## src/rtl/zero_indices_collect.sv

```systemverilog
// zero_indices_collect: buffers the zero indices reported by the scanner in
// a small FIFO, re-presents them on a valid/accept handshake, and emits a
// per-scan summary (zero count, overflow) once the scan has ended and the
// FIFO has drained.
module zero_indices_collect #(
    parameter int W     = 128,
    parameter int DEPTH = 8
) (
    input  logic                   clk,
    input  logic                   rst,
    input  logic                   scan_busy_r,
    input  logic                   scan_resp_valid_r,
    input  logic [$clog2(W)-1:0]   scan_resp_index_r,
    output logic                   out_valid_r,
    output logic [$clog2(W)-1:0]   out_index_r,
    input  logic                   out_accept,
    output logic                   done_r,
    output logic [$clog2(W):0]     done_count_r,
    output logic                   done_ovf_r
);

    localparam int IW = $clog2(W);
    localparam int AW = $clog2(DEPTH);

    typedef enum logic [1:0] {
        ST_IDLE  = 2'd0,
        ST_SCAN  = 2'd1,
        ST_TAIL  = 2'd2,
        ST_DRAIN = 2'd3
    } state_t;

    state_t         st_r;
    state_t         st_nxt_s;
    logic           busy_q;
    logic           rise_s;
    logic           fall_s;
    logic           clear_s;
    logic           done_s;

    logic [IW:0]    cnt_r;
    logic [IW:0]    cnt_nxt_s;
    logic           ovf_r;
    logic           ovf_nxt_s;

    logic [IW-1:0]  mem_r [DEPTH];
    logic [AW:0]    wr_ptr_r;
    logic [AW:0]    rd_ptr_r;
    logic [AW:0]    wr_ptr_nxt_s;
    logic [AW:0]    rd_ptr_nxt_s;
    logic           full_s;
    logic           push_s;
    logic           pop_s;
    logic           drop_s;
    logic           next_empty_s;
    logic [IW-1:0]  head_s;

    // Busy edge detection against the previous cycle's busy flag.
    always_comb begin
        rise_s = scan_busy_r & ~busy_q;
        fall_s = ~scan_busy_r & busy_q;
    end

    // FIFO control: push/pop/drop decisions and next pointer values. The
    // wrap bit distinguishes full from empty when the low bits match.
    always_comb begin
        full_s       = (wr_ptr_r[AW] != rd_ptr_r[AW]) &&
                       (wr_ptr_r[AW-1:0] == rd_ptr_r[AW-1:0]);
        pop_s        = out_valid_r & out_accept;
        push_s       = scan_resp_valid_r & (~full_s | pop_s);
        drop_s       = scan_resp_valid_r & full_s & ~pop_s;
        wr_ptr_nxt_s = wr_ptr_r + {{AW{1'b0}}, push_s};
        rd_ptr_nxt_s = rd_ptr_r + {{AW{1'b0}}, pop_s};
        next_empty_s = (wr_ptr_nxt_s == rd_ptr_nxt_s);
    end

    // Next head value: the incoming index when it lands in the slot that
    // becomes the head (FIFO was empty or is emptying), else stored data.
    always_comb begin
        head_s = mem_r[rd_ptr_nxt_s[AW-1:0]];
        if (push_s && (wr_ptr_r[AW-1:0] == rd_ptr_nxt_s[AW-1:0])) begin
            head_s = scan_resp_index_r;
        end else begin
            head_s = mem_r[rd_ptr_nxt_s[AW-1:0]];
        end
    end

    // FIFO storage write; contents are meaningless while the pointers say empty.
    always_ff @(posedge clk) begin
        if (push_s) begin
            mem_r[wr_ptr_r[AW-1:0]] <= scan_resp_index_r;
        end
    end

    // FIFO pointers and the registered head presentation.
    always_ff @(posedge clk) begin
        if (!rst) begin
            wr_ptr_r    <= {(AW+1){1'b0}};
            rd_ptr_r    <= {(AW+1){1'b0}};
            out_valid_r <= 1'b0;
            out_index_r <= {IW{1'b0}};
        end else begin
            wr_ptr_r    <= wr_ptr_nxt_s;
            rd_ptr_r    <= rd_ptr_nxt_s;
            out_valid_r <= ~next_empty_s;
            if (!next_empty_s) begin
                out_index_r <= head_s;
            end
        end
    end

    // Scan-tracking FSM: next state, summary pulse request and counter clear.
    always_comb begin
        st_nxt_s = st_r;
        clear_s  = 1'b0;
        done_s   = 1'b0;
        case (st_r)
            ST_IDLE: begin
                if (rise_s) begin
                    clear_s  = 1'b1;
                    st_nxt_s = ST_SCAN;
                end else begin
                    st_nxt_s = ST_IDLE;
                end
            end
            ST_SCAN: begin
                if (fall_s) begin
                    st_nxt_s = ST_TAIL;
                end else begin
                    st_nxt_s = ST_SCAN;
                end
            end
            ST_TAIL: begin
                if (rise_s) begin
                    done_s   = 1'b1;
                    clear_s  = 1'b1;
                    st_nxt_s = ST_SCAN;
                end else begin
                    st_nxt_s = ST_DRAIN;
                end
            end
            ST_DRAIN: begin
                if (rise_s) begin
                    done_s   = 1'b1;
                    clear_s  = 1'b1;
                    st_nxt_s = ST_SCAN;
                end else if (!out_valid_r) begin
                    done_s   = 1'b1;
                    st_nxt_s = ST_IDLE;
                end else begin
                    st_nxt_s = ST_DRAIN;
                end
            end
            default: begin
                st_nxt_s = ST_IDLE;
            end
        endcase
    end

    // Per-scan zero count and sticky overflow; a clear still accounts for
    // a response or drop arriving in the clearing cycle.
    always_comb begin
        cnt_nxt_s = cnt_r;
        ovf_nxt_s = ovf_r;
        if (clear_s) begin
            cnt_nxt_s = {{IW{1'b0}}, scan_resp_valid_r};
            ovf_nxt_s = drop_s;
        end else begin
            cnt_nxt_s = cnt_r + {{IW{1'b0}}, scan_resp_valid_r};
            ovf_nxt_s = ovf_r | drop_s;
        end
    end

    // State, busy history and per-scan statistics registers.
    always_ff @(posedge clk) begin
        if (!rst) begin
            st_r   <= ST_IDLE;
            busy_q <= 1'b0;
            cnt_r  <= {(IW+1){1'b0}};
            ovf_r  <= 1'b0;
        end else begin
            st_r   <= st_nxt_s;
            busy_q <= scan_busy_r;
            cnt_r  <= cnt_nxt_s;
            ovf_r  <= ovf_nxt_s;
        end
    end

    // Summary outputs: one-cycle pulse with the finished scan's statistics held.
    always_ff @(posedge clk) begin
        if (!rst) begin
            done_r       <= 1'b0;
            done_count_r <= {(IW+1){1'b0}};
            done_ovf_r   <= 1'b0;
        end else begin
            done_r <= done_s;
            if (done_s) begin
                done_count_r <= cnt_r;
                done_ovf_r   <= ovf_r;
            end
        end
    end

endmodule

```

## config.mk

```make
export PLATFORM = sky130hd
export DESIGN_NAME = zero_indices_collect
export DESIGN_NICKNAME = d
export VERILOG_FILES = /design/src/rtl/zero_indices_collect.sv
export SDC_FILE = /design/constraint.sdc
export NUM_CORES = 1
export LEC_CHECK = 0
export BUFFER_PORTS_ARGS = -buffer_cell sky130_fd_sc_hd__buf_2
export CORE_AREA = 8 8 115 117
export DETAILED_ROUTE_END_ITERATION = 10
export DIE_AREA = 0 0 123 125
export PLACE_DENSITY = 0.47
export SYNTH_ARGS = -nofsm -noshare
export SYNTH_HDL_FRONTEND = slang
export SYNTH_SLANG_ARGS = --single-unit
```

## constraint.sdc

```tcl
create_clock -name clk -period 2.75 [get_ports clk]
set_input_delay 0.4125 -clock clk [delete_from_list [all_inputs] [get_ports clk]]
set_output_delay 0.4125 -clock clk [all_outputs]
set_load 0.03 [all_outputs]
```

==> run_results.csv <==
group,metric,value,unit
cts,cts_buffers,9,
drt,wl_per_cell,17.6,um
synth,ys_seq_area_frac,0.630,
worst_setup_path,cp_max_fo,7,
power_and_ir_drop,power.density,730,nW/um^2
synth,yosysWarnings,0,
drt,drt_iter0_drc,85,
drt,firstDrtPassIters,6,
worst_setup_path,worstSetupStartpointType,"register",
global_routing,grt_pass1_wl,12.6,mm
job,max_cap_violations,0,
synth,syn_nets,274,
worst_setup_path,crit_required,3.02,ns
synth,syn-cell-area,3880,um^2
synth,ys_ff_latch,94,
floorplan,die_h,125,um
layout,final_nets,319,
cts,cts_tree,"yes",
floorplan,core_area,11600,um^2
global_routing,grt_usage,0.112,
sta,fin_crit_sh,0.904,
cts,cts.sinks,94,
sta,clock_skew,0.00479,ns
worst_setup_path,cp.arrival,2.75,ns
layout,final_layout_size_suffix_gt1_frac,0.278,
synth,synthCells,256,
drt,viasPerCell,4.76,
layout,diodes,0,
synth,synth_ff_type,"edfxtp_1",
worst_setup_path,r2r_slack,0.26,ns
global_routing,first_global_vias,2254,
placed_design,numPortBuffers,29,
cts,root_buffer,"clkbuf_16",
sta,fmax,402,MHz
synth,synth_edf_count,56,
floorplan,die-area,15400,um^2
floorplan,rows,40,
drt,vias,2157,
cts,cts_setup_buffers,0,
worst_setup_path,crit_type,"reg -> reg",
synth,ys_async_sr_fraction,0,
hold_path,hold_class,"in -> reg",
synth,yosys.cell_types.count,40,
cts,insertion_delay,0.34,ns
cts,clkTransAtPathRegs,0.06,ns
global_routing,overflow,0,
layout,final_cell_mix,"edfxtp_1, dfxtp_1, buf_2, nor2_1, mux2i_1",
placed_design,dp_hpwl,5.51,mm
status,outcome,"finished, final reports clean",
sta,worst_pin_slew,0.420,ns
floorplan,num_io_pins,30,
global_routing,antenna_found_initial,0,
sta,slew_viol_final,0,
floorplan,die_w,123,um
sta,final-setup-viol-count,0,
drt,drcViolationCount,0,
sta,max-slew-margin-rel,0.719,
cts,htree_num_levels,3,
cts,post_cts_resized,0,
drt,drt_wl_total,7.97,mm
sta,hold_violations,0,
power_and_ir_drop,peakVddDrop,0.345,mV
layout,fin_cells,453,
layout,area_growth,17.0,%
placed_design,dp.cells,437,
layout,final_common_cell,"edfxtp_1",
worst_setup_path,end_kind,"register",
sta,finalSetupTns,0,ns
cts,clockBufferDepth,2,
power_and_ir_drop,p_leak,1.76,nW
global_routing,grt_max_degree,18,
sta,post-route-min-period,2.49,ns
drt,postRouteAntennaNets,0,
synth,syn_area_per_cell,15.2,um^2
floorplan,start_util,0.334,
cts,hold_buffers,0,
placed_design,gp_congestion,0.730,
==> report_power, final <==
part / switching [mW] / total (mW) / internal, mW / leakage (nW)
clock network: 0.504 / 1.11 / 0.602 / 0.127
logic: 0.337 / 0.605 / 0.268 / 0.813
registers: 0.0405 / 1.60 / 1.56 / 0.819
total: 0.882 / 3.31 / 2.43 / 1.76
==> metrics by stage <==
stage	power (mW)	utilization	worst slack [ns]	area, um^2	hold slack [ns]
after floorplan	2.08	-	0.269	3880	0.436
after global placement	2.25	0.367	0.121	4260	0.445
after detailed placement	2.25	0.367	0.0646	4260	0.452
after CTS	3.36	0.389	0.0349	4520	0.297
after global routing	3.45	0.391	-0.00552	4540	0.331
final	3.31	0.391	0.264	4540	0.318
==> final timing paths <==
| path | start | to | cells after the start |
|---|---|---|---|
| max | wr_ptr_r[3] | out_index_r[4] | 11 |
| min | scan_busy_r | st_r[1] | 2 |
| max reg2reg | wr_ptr_r[3] | out_index_r[4] | 11 |
| min reg2reg | ovf_r | ovf_r | 2 |
==> cells in the mapped netlist (all sizes together), types with 2 or more instances <==
cell type / count / area (um^2)
dfxtp: 38 / 761
o21ai: 5 / 47.5
o2bb2ai: 7 / 61.3
inv: 4 / 15.0
edfxtp: 56 / 1680
buf: 6 / 57.6
a21oi: 3 / 15.0
ha: 6 / 75.1
nor2: 22 / 82.6
nor2b: 2 / 12.5
and2: 7 / 45.1
mux2: 7 / 78.8
mux4: 14 / 334
nand2b: 4 / 25.0
nor3: 5 / 30.0
nand3: 8 / 45.0
nor4: 2 / 27.5
xor2: 12 / 113
and3: 3 / 18.8
mux2i: 16 / 160
xnor2: 8 / 70.1
nand2: 11 / 41.3
clkbuf: 4 / 25.0
==> final cells by class <==
class | count | area [um^2]
multi-input cells | 147 | 1350
clock buffers | 10 | 229
flip-flops and latches | 94 | 2440
inverters | 5 | 18.8
fillers | 1121 | 7070
clock inverters | 6 | 30.0
repair buffers | 44 | 283
well taps | 147 | 184
==> logic make-up after synthesis <==
logic type | after synthesis | share of synthesized area
muxes | 37 | 0.148
AOI/OAI and AO/OA | 16 | 0.0342
buffers and inverters | 15 | 0.0261
and+or+nand+nor | 67 | 0.0897
xor gates and xnor gates | 21 | 0.0532
adders and majority gates | 6 | 0.0194
DFF | 94 | 0.630
==> state kept, by name, summed over array words and instances, names as in the netlist <==
name          cells
cnt_r             8
done_r            1
done_ovf_r        1
wr_ptr_r          4
done_count_r      8
out_valid_r       1
st_r              2
busy_q            1
ovf_r             1
out_index_r       7
mem_r            56
rd_ptr_r          4
==> metal layers <==
metal	global-route usage	vias to the layer above	wire, um
li1	-	1037	-
met1	0.124	1069	3330
met2	0.193	36	4110
met3	0.0297	15	322
met4	0.0574	0	208
met5	0	-	0
==> worst max-delay path: stages, from the launching register on <==
cell and delay, ns:
dfxtp_1 0.35, xor2_1 0.22, nand3_2 0.16, o21ai_2 0.19, inv_1 0.08, ha_1 0.19, ha_1 0.19, xor2_1 0.19
xnor2_1 0.16, nand3_2 0.15, nor3_4 0.37, o2bb2ai_1 0.16
(Power assumes the default switching activity.)
